## config.mk

```make
export PLATFORM = sky130hd
export DESIGN_NAME = iterative_shift_ctrl
export DESIGN_NICKNAME = d
export VERILOG_FILES = /design/src/rtl/iterative_shift_ctrl.sv
export SDC_FILE = /design/constraint.sdc
export NUM_CORES = 1
export LEC_CHECK = 0
export ABC_AREA = 1
export BUFFER_PORTS_ARGS = -buffer_cell sky130_fd_sc_hd__clkbuf_2
export CAP_MARGIN = 20
export CORE_UTILIZATION = 58
export CTS_CLUSTER_SIZE = 16
export DETAILED_ROUTE_END_ITERATION = 8
export PLACE_DENSITY = 0.87
export SYNTH_ARGS = -nofsm -noshare
export SYNTH_HDL_FRONTEND = slang
export SYNTH_SLANG_ARGS = --single-unit
```

## constraint.sdc

```tcl
create_clock -name clock -period 6.2 [get_ports clock]
set_clock_uncertainty 0.2 [all_clocks]
set_input_delay 0.31 -clock clock [delete_from_list [all_inputs] [get_ports clock]]
set_output_delay 0.31 -clock clock [all_outputs]
set_load 0.02 [all_outputs]
```

## src/rtl/iterative_shift_ctrl.sv

```systemverilog
// Multi-cycle 32-bit shifter: SLL/SRL/SRA in 4-bit and 1-bit steps per clock.
// Define SHIFT_ROTATE_EN to make op=11 a rotate right; otherwise op=11 behaves as SRL.
module iterative_shift_ctrl #(
  parameter int WIDTH = 32
) (
  input  logic             clock,
  input  logic             reset_n,
  input  logic             start,
  input  logic [1:0]       op,
  input  logic [WIDTH-1:0] data_in,
  input  logic [4:0]       shamt,
  output logic             busy,
  output logic             done,
  output logic [WIDTH-1:0] result,
  output logic [1:0]       state_dbg
);

  // Handshake: start is a request that is accepted on a rising edge only while
  // busy=0 (IDLE); there is no backpressure or queuing, so a request seen while
  // busy is simply dropped and must be held or re-issued by the requester.
  typedef enum logic [1:0] {
    IDLE = 2'd0,
    RUN  = 2'd1,
    DONE = 2'd2
  } state_t;

  localparam logic [1:0] OP_SLL = 2'b00;
  localparam logic [1:0] OP_SRL = 2'b01;
  localparam logic [1:0] OP_SRA = 2'b10;

  state_t           state, state_next;
  logic [4:0]       remaining, remaining_next;
  logic [1:0]       op_q;
  logic [WIDTH-1:0] res_q, res_step;
  logic             step_four;

  assign step_four = (remaining >= 5'd4);

  always_comb begin
    remaining_next = step_four ? (remaining - 5'd4) : (remaining - 5'd1);
    res_step       = res_q;
    case (op_q)
      OP_SLL: res_step = step_four ? {res_q[WIDTH-5:0], 4'b0000}
                                   : {res_q[WIDTH-2:0], 1'b0};
      OP_SRL: res_step = step_four ? {4'b0000, res_q[WIDTH-1:4]}
                                   : {1'b0, res_q[WIDTH-1:1]};
      OP_SRA: res_step = step_four ? {{4{res_q[WIDTH-1]}}, res_q[WIDTH-1:4]}
                                   : {res_q[WIDTH-1], res_q[WIDTH-1:1]};
      default: begin
`ifdef SHIFT_ROTATE_EN
        res_step = step_four ? {res_q[3:0], res_q[WIDTH-1:4]}
                             : {res_q[0], res_q[WIDTH-1:1]};
`else
        res_step = step_four ? {4'b0000, res_q[WIDTH-1:4]}
                             : {1'b0, res_q[WIDTH-1:1]};
`endif
      end
    endcase
  end

  always_comb begin
    state_next = state;
    case (state)
      IDLE: if (start) state_next = (shamt != 5'd0) ? RUN : DONE;
      RUN:  if (remaining_next == 5'd0) state_next = DONE;
      DONE: state_next = IDLE;
      default: state_next = IDLE;
    endcase
  end

  always_ff @(posedge clock or negedge reset_n) begin
    if (!reset_n) begin
      state     <= IDLE;
      remaining <= 5'd0;
      op_q      <= OP_SLL;
      res_q     <= '0;
    end else begin
      state <= state_next;
      case (state)
        IDLE: if (start) begin
          res_q     <= data_in;
          op_q      <= op;
          remaining <= shamt;
        end
        RUN: begin
          res_q     <= res_step;
          remaining <= remaining_next;
        end
        default: ;
      endcase
    end
  end

  assign busy      = (state != IDLE);
  assign done      = (state == DONE);
  assign result    = res_q;
  assign state_dbg = state;

endmodule

```

# --- Yosys cells after proc, flatten, opt, wreduce, memory -nomap -nowiden ---
# Index checks and enable logic that the tools add are counted.
totals:
  ff_bits: 41
  latchBits: 0
  ram_bits: 0
  rom_bits: 0
  inputBits: 42
  out_inout_bits: 36
  wordCells: 37
  n_memories: 0
classes:
  add_sub_neg: 2
  n_mul: 0
  div_mod_pow: 0
  n_lt_le_gt_ge: 1
  n_eq_ne: 6
  shifts: 0
  mux: 13
  bitwise_logic: 0
  reduce_logical: 10
ops:
  columns: ["operator", "n"]
  rows:
  - ["32-bit one-hot mux with 2 select lines", 2]
  - ["32-bit two-way mux", 2]
  - ["31-bit two-way mux", 1]
  - ["30-bit two-way mux", 1]
  - ["5-bit two-way mux", 2]
  - ["5-bit one-hot mux with 2 select lines", 1]
  - ["2-bit two-way mux", 3]
  - ["2-bit != test, second input constant", 3]
  - ["2-bit AND reduction", 3]
  - ["5-bit by 3-bit >= comparator with 1-bit output, second input constant", 1]
  - ["5-bit logical NOT", 1]
  - ["5-bit nonzero test", 1]
  - ["5-bit by 1-bit subtractor with 5-bit output, second input constant", 1]
  - ["5-bit by 3-bit subtractor with 5-bit output, second input constant", 1]
  - ["2-bit == test, second input constant", 2]
  - ["2-bit logical NOT", 2]
  - ["2-bit one-hot mux with 2 select lines", 1]
  - ["2-bit nonzero test", 2]
  - ["3-bit AND reduction", 1]
  - ["2-bit by 1-bit == test with 1-bit output, second input constant", 1]

# --- Longest topological paths before layout ---
depth:
  depth_word: 5
  mapped_depth: 13
  mapped_depth_nobuf: 11

# --- Worst setup path before layout ---
# Ideal clock, no wire load.
synth_timing:
  kind: "reg2reg"
  startpoint: "register remaining[3]"
  endpoint: "register state[0], in the netlist state_dbg[0]"
  setup_time_ns: 0.117
  arrival_time_ns: 1.793
  required_time_ns: 5.883
  slack_ns: 4.090
  path_stages_with_launch: 13
  path_buffers: 2
  period_less_slack_ns: 2.110
  cell_sequence: "dfrtp_1 > clkinv_1 > ha_1 > nand2_1 > nand3_1 > buf_2 > buf_2 > nand2_1 > nand2_1 > nor2_1 > nand3_1 > nand2_1 > nand2_1"
synth_via:
  elab_chain_cells: 5
  word_cells_on_any_way: 7
  cone_classes: "add/sub (2); order compare (1); eq/ne (1); mux (1); reduce/logical (2)"
synth_rtl:
  columns: ["item", "line_no", "text"]
  rows:
  - ["start: declaration", "32", "logic [4:0] remaining, remaining_next;"]
  - ["start signal: assignment", "83", "remaining <= shamt;"]
  - ["start signal: assignment", "87", "remaining <= remaining_next;"]
  - ["5-bit by 1-bit subtractor with 5-bit output (tied with other cells)", "40", "remaining_next = step_four ? (remaining - 5'd4) : (remaining - 5'd1);"]
  - ["5-bit two-way mux (*)", "40", null]
  - ["5-bit logical NOT (*)", "65", "RUN: if (remaining_next == 5'd0) state_next = DONE;"]
  - ["2-bit != test (no source line) (*)", null, null]
  - ["2-bit AND reduction (no source line) (*)", null, null]
  - ["end signal: assignment", "78", "state <= state_next;"]
  - ["end: declaration", "31", "state_t state, state_next;"]
# Every way passes the cells marked *; elsewhere a longest branch is shown, timed or not.
# A chain may end at the register's enable or synchronous reset.

# --- Worst setup path after layout ---
layout_timing:
  startpoint: "register state[1], in the netlist state_dbg[1]"
  endpoint: "register res_q[15], in the netlist result[15]"
layout_via:
  elab_chain_cells: 3
  word_cells_on_any_way: 6
  cone_classes: "eq/ne (2); mux (1); reduce/logical (3)"
layout_rtl:
  columns: ["item", "line_no", "text"]
  rows:
  - ["2-bit by 1-bit == test with 1-bit output / 2-bit logical NOT (equally long branches)", "79", "case (state)"]
  - ["2-bit nonzero test (no source line) / 2-bit != test (equally long branches)", null, null]
  - ["2-bit AND reduction (no source line)", null, null]
  - ["end signal: assignment", "81", "res_q <= data_in;"]
  - ["end signal: assignment", "86", "res_q <= res_step;"]
  - ["end: declaration", "34", "logic [WIDTH-1:0] res_q, res_step;"]
# Several ways; a longest one is shown, not always the timed one.

==> results_dict.tcl <==
set metrics [dict create \
    min_path_cells 3 \
    synth-simple-area-share_pct 31.6 \
    synth_nets 495 \
    viasPerCell 6.04 \
    fin_cells 578 \
    final_cell_mix "112 x nand2_1, 77 x clkbuf_2, 63 x o21ai_0" \
    start_util_pct 61.6 \
    die_x_um 73.5 \
    p_sw_mw 1.30 \
    placed_area_um2 3300 \
    synthTopCellsByArea "dfrtp_1 35%, nand2_1 14%, o21ai_0 11%" \
    grt_max_degree 66 \
    syn_to_final_growth_pct 18.6 \
    grt_pass1_wl_mm 14.4 \
    worstMarginPinSlew_ns 0.977 \
    clk_pin_slew_worst_paths_ns 0.09 \
    worstPathRequired_ns 6.20 \
    status "completed" \
    n_fill_cell 409 \
    register_area_um2 1030 \
    synth_area_um2 2970 \
    multiInputGateArea_um2 1600 \
    gp_congestion 1.00 \
    grt.overflow.total 0 \
    diodes 0 \
    synthXorXnorAreaFrac_pct 0 \
    arrival_ns 3.63 \
    io_pins 78 \
    drv_slew 0 \
    portBuffers 77 \
    insertion_delay_ns 0.30 \
    ys_warn_count 0 \
    cts_sinks 41 \
    critPathKind "reg2reg" \
    fin_ws_ns 2.58 \
    track_usage_pct 34.4 \
    min_path_type "in2reg" \
    placed_cells 566 \
    antenna_found_initial 0 \
    rows 25 \
    syn_inst 449 \
    period_needed_ns 3.62 \
    core_um2 4820 \
    pre_cts_ws_ns 2.57 \
    slew_headroom_pct 34.6 \
    ff2ff_path_depth 9 \
    syn_avg_cell_area_um2 6.61 \
    reg2reg_to "result[15]$_DFFE_PN0P_" \
    ant_nets 0 \
    finalCritPeriodShare_pct 58.5 \
    drc 0 \
    start_kind "register" \
    max_freq_mhz 276 \
    synth_compound_area_share_pct 20.0 \
    vias 3490 \
    setup_viol 0 \
    dr.first_iter.drc_count 489 \
    p_sw_share_pct 55.1 \
    dr.max_layer_used "met4" \
    end_kind "register" \
    cts_root_buf "clkbuf_8" \
    p_leak_nw 1.87 \
    worstHoldStart "op[0]" \
    post_drt_wl_per_cell_um 15.8 \
    clkPwrFrac_pct 11.3 \
    intPower_mw 1.06 \
    p_comb_share_pct 64.0 \
    final.setup.tns_ns 0 \
    path_max_fanout 25 \
    synth_mux_area_share_pct 0.379 \
    synth_top_area_share_pct 34.6 \
    wl_met3_mm 1.23 \
    drive_above_1_share_pct 19.4 \
    final_common_cell "nand2_1" \
    die_h_um 73.5 \
    p_per_area_nw_per_um2 672 \
    wl_met2_mm 4.02 \
    drtPass1Iterations 6 \
    cts_buffers 5 \
    dp_hpwl_mm 5.95 \
    synth.distinct_cells 30 \
    post_cts_resize_count 0 \
    worstReg2RegStart "state_dbg[1]$_DFFE_PN0P_" \
    rsz0062_at_grt "no" \
    synth_top_family_by_area "simple AND/OR/NAND/NOR gates" \
    dieArea_um2 5410 \
    utilization_pct 73.1 \
    vdd_drop_max_mv 0.350 \
    ys_seq_elements 41 \
    hold_end "op_q[0]$_DFFE_PN0P_" \
    final_nets 556 \
    cts_hold_buf 0 \
    drv_cap 0 \
    tritoncts "built" \
    htreeDepth 2 \
    yosys.area_share.adder_pct 1.69 \
    clock_path_buffers 2 \
    seqPwrFrac_pct 24.8 \
    cts_setup_buffers 0 \
    synth_seq_area_share_pct 34.6 \
    final_area_um2 3520 \
    drt-total-wl_mm 9.13 \
    power_mw 2.37 \
    wl_met1_mm 3.66 \
    hold_viol_final 0 \
    synth_largest_area_cell "dfrtp_1" \
    r2r_slack_ns 2.58 \
    holdWs_ns 0.0295 \
    grt_pass1_vias 3026 \
]
cells in the mapped netlist:
master and count:
a31oi_1 1, nor2_1 22, o21bai_1 2, a21boi_0 3
a22oi_2 1, o21ai_1 8, nor3_1 1, dfrtp_1 41
nor2_4 3, mux2_2 1, or2_1 1, inv_1 52
buf_2 10, o21ai_0 63, inv_2 2, or2_0 1
nand4_1 16, ha_1 4, o22ai_1 7, clkinv_1 1
clkbuf_1 10, nand3_1 50, a21oi_1 26, nor2_8 1
nand2_1 112, a22oi_1 1, buf_1 1, buf_6 2
buf_4 4, nor2_2 2
layout make-up:
type,count,share of cell area (%)
clock inverter,3,1.95
clock buffer,5,1.95
multi-input combinational,326,45.3
inverter,55,5.86
tap,67,2.38
timing repair buffer,81,13.4
sequential,41,29.1
per-layer routing:
metal  global-route usage [%]  vias to the layer above
li1                         -                     1605
met3                     8.09                       32
met4                     10.5                        0
met1                     48.0                     1564
met5                        0                        -
met2                     52.8                      289
flip-flops by register name, summed over array words and instances, names as in the netlist:
register,count
remaining,5
result,32
state_dbg,2
op_q,2
critical path, cell delays in order (launching register included):
cell	delay, ns
dfrtp_1	0.43
inv_1	0.08
nand2_1	0.56
nor2_2	0.24
nor2_1	0.80
inv_1	0.56
buf_16	0.32
or2_1	0.21
nand2_1	0.07
inv_1	0.03
power groups by stage:
stage	Sequential (mW)	Clock, mW	Combinational, mW
global route	0.602	0.279	1.68
CTS	0.576	0.268	1.42
floorplan	0.671	0	0.964
detailed placement	0.579	0	1.41
global placement	0.578	0	1.38
finish	0.586	0.266	1.51
cells by family after synthesis:
logic type / count (synthesis)
AND/OR/NAND/NOR: 209
flip-flops: 41
adder cells (fa/ha/maj): 4
AO/OA/AOI/OAI: 112
multiplexers: 1
buffers and inverters: 82
how the worst max path moves through the flow:
stage                             start                        to  slack (ns)  cells past startpoint
2_1_floorplan  remaining[3]$_DFFE_PN0P_  state_dbg[0]$_DFFE_PN0P_        4.09                     12
3_3_place_gp   state_dbg[1]$_DFFE_PN0P_    result[15]$_DFFE_PN0P_        2.65                      8
3_5_place_dp   state_dbg[1]$_DFFE_PN0P_    result[15]$_DFFE_PN0P_        2.57                      8
4_1_cts        state_dbg[1]$_DFFE_PN0P_    result[15]$_DFFE_PN0P_        2.54                      8
5_1_grt        state_dbg[1]$_DFFE_PN0P_    result[15]$_DFFE_PN0P_        2.34                      9
6_report       state_dbg[1]$_DFFE_PN0P_    result[15]$_DFFE_PN0P_        2.58                      9
Note: power is estimated with default switching activity, not from simulation.
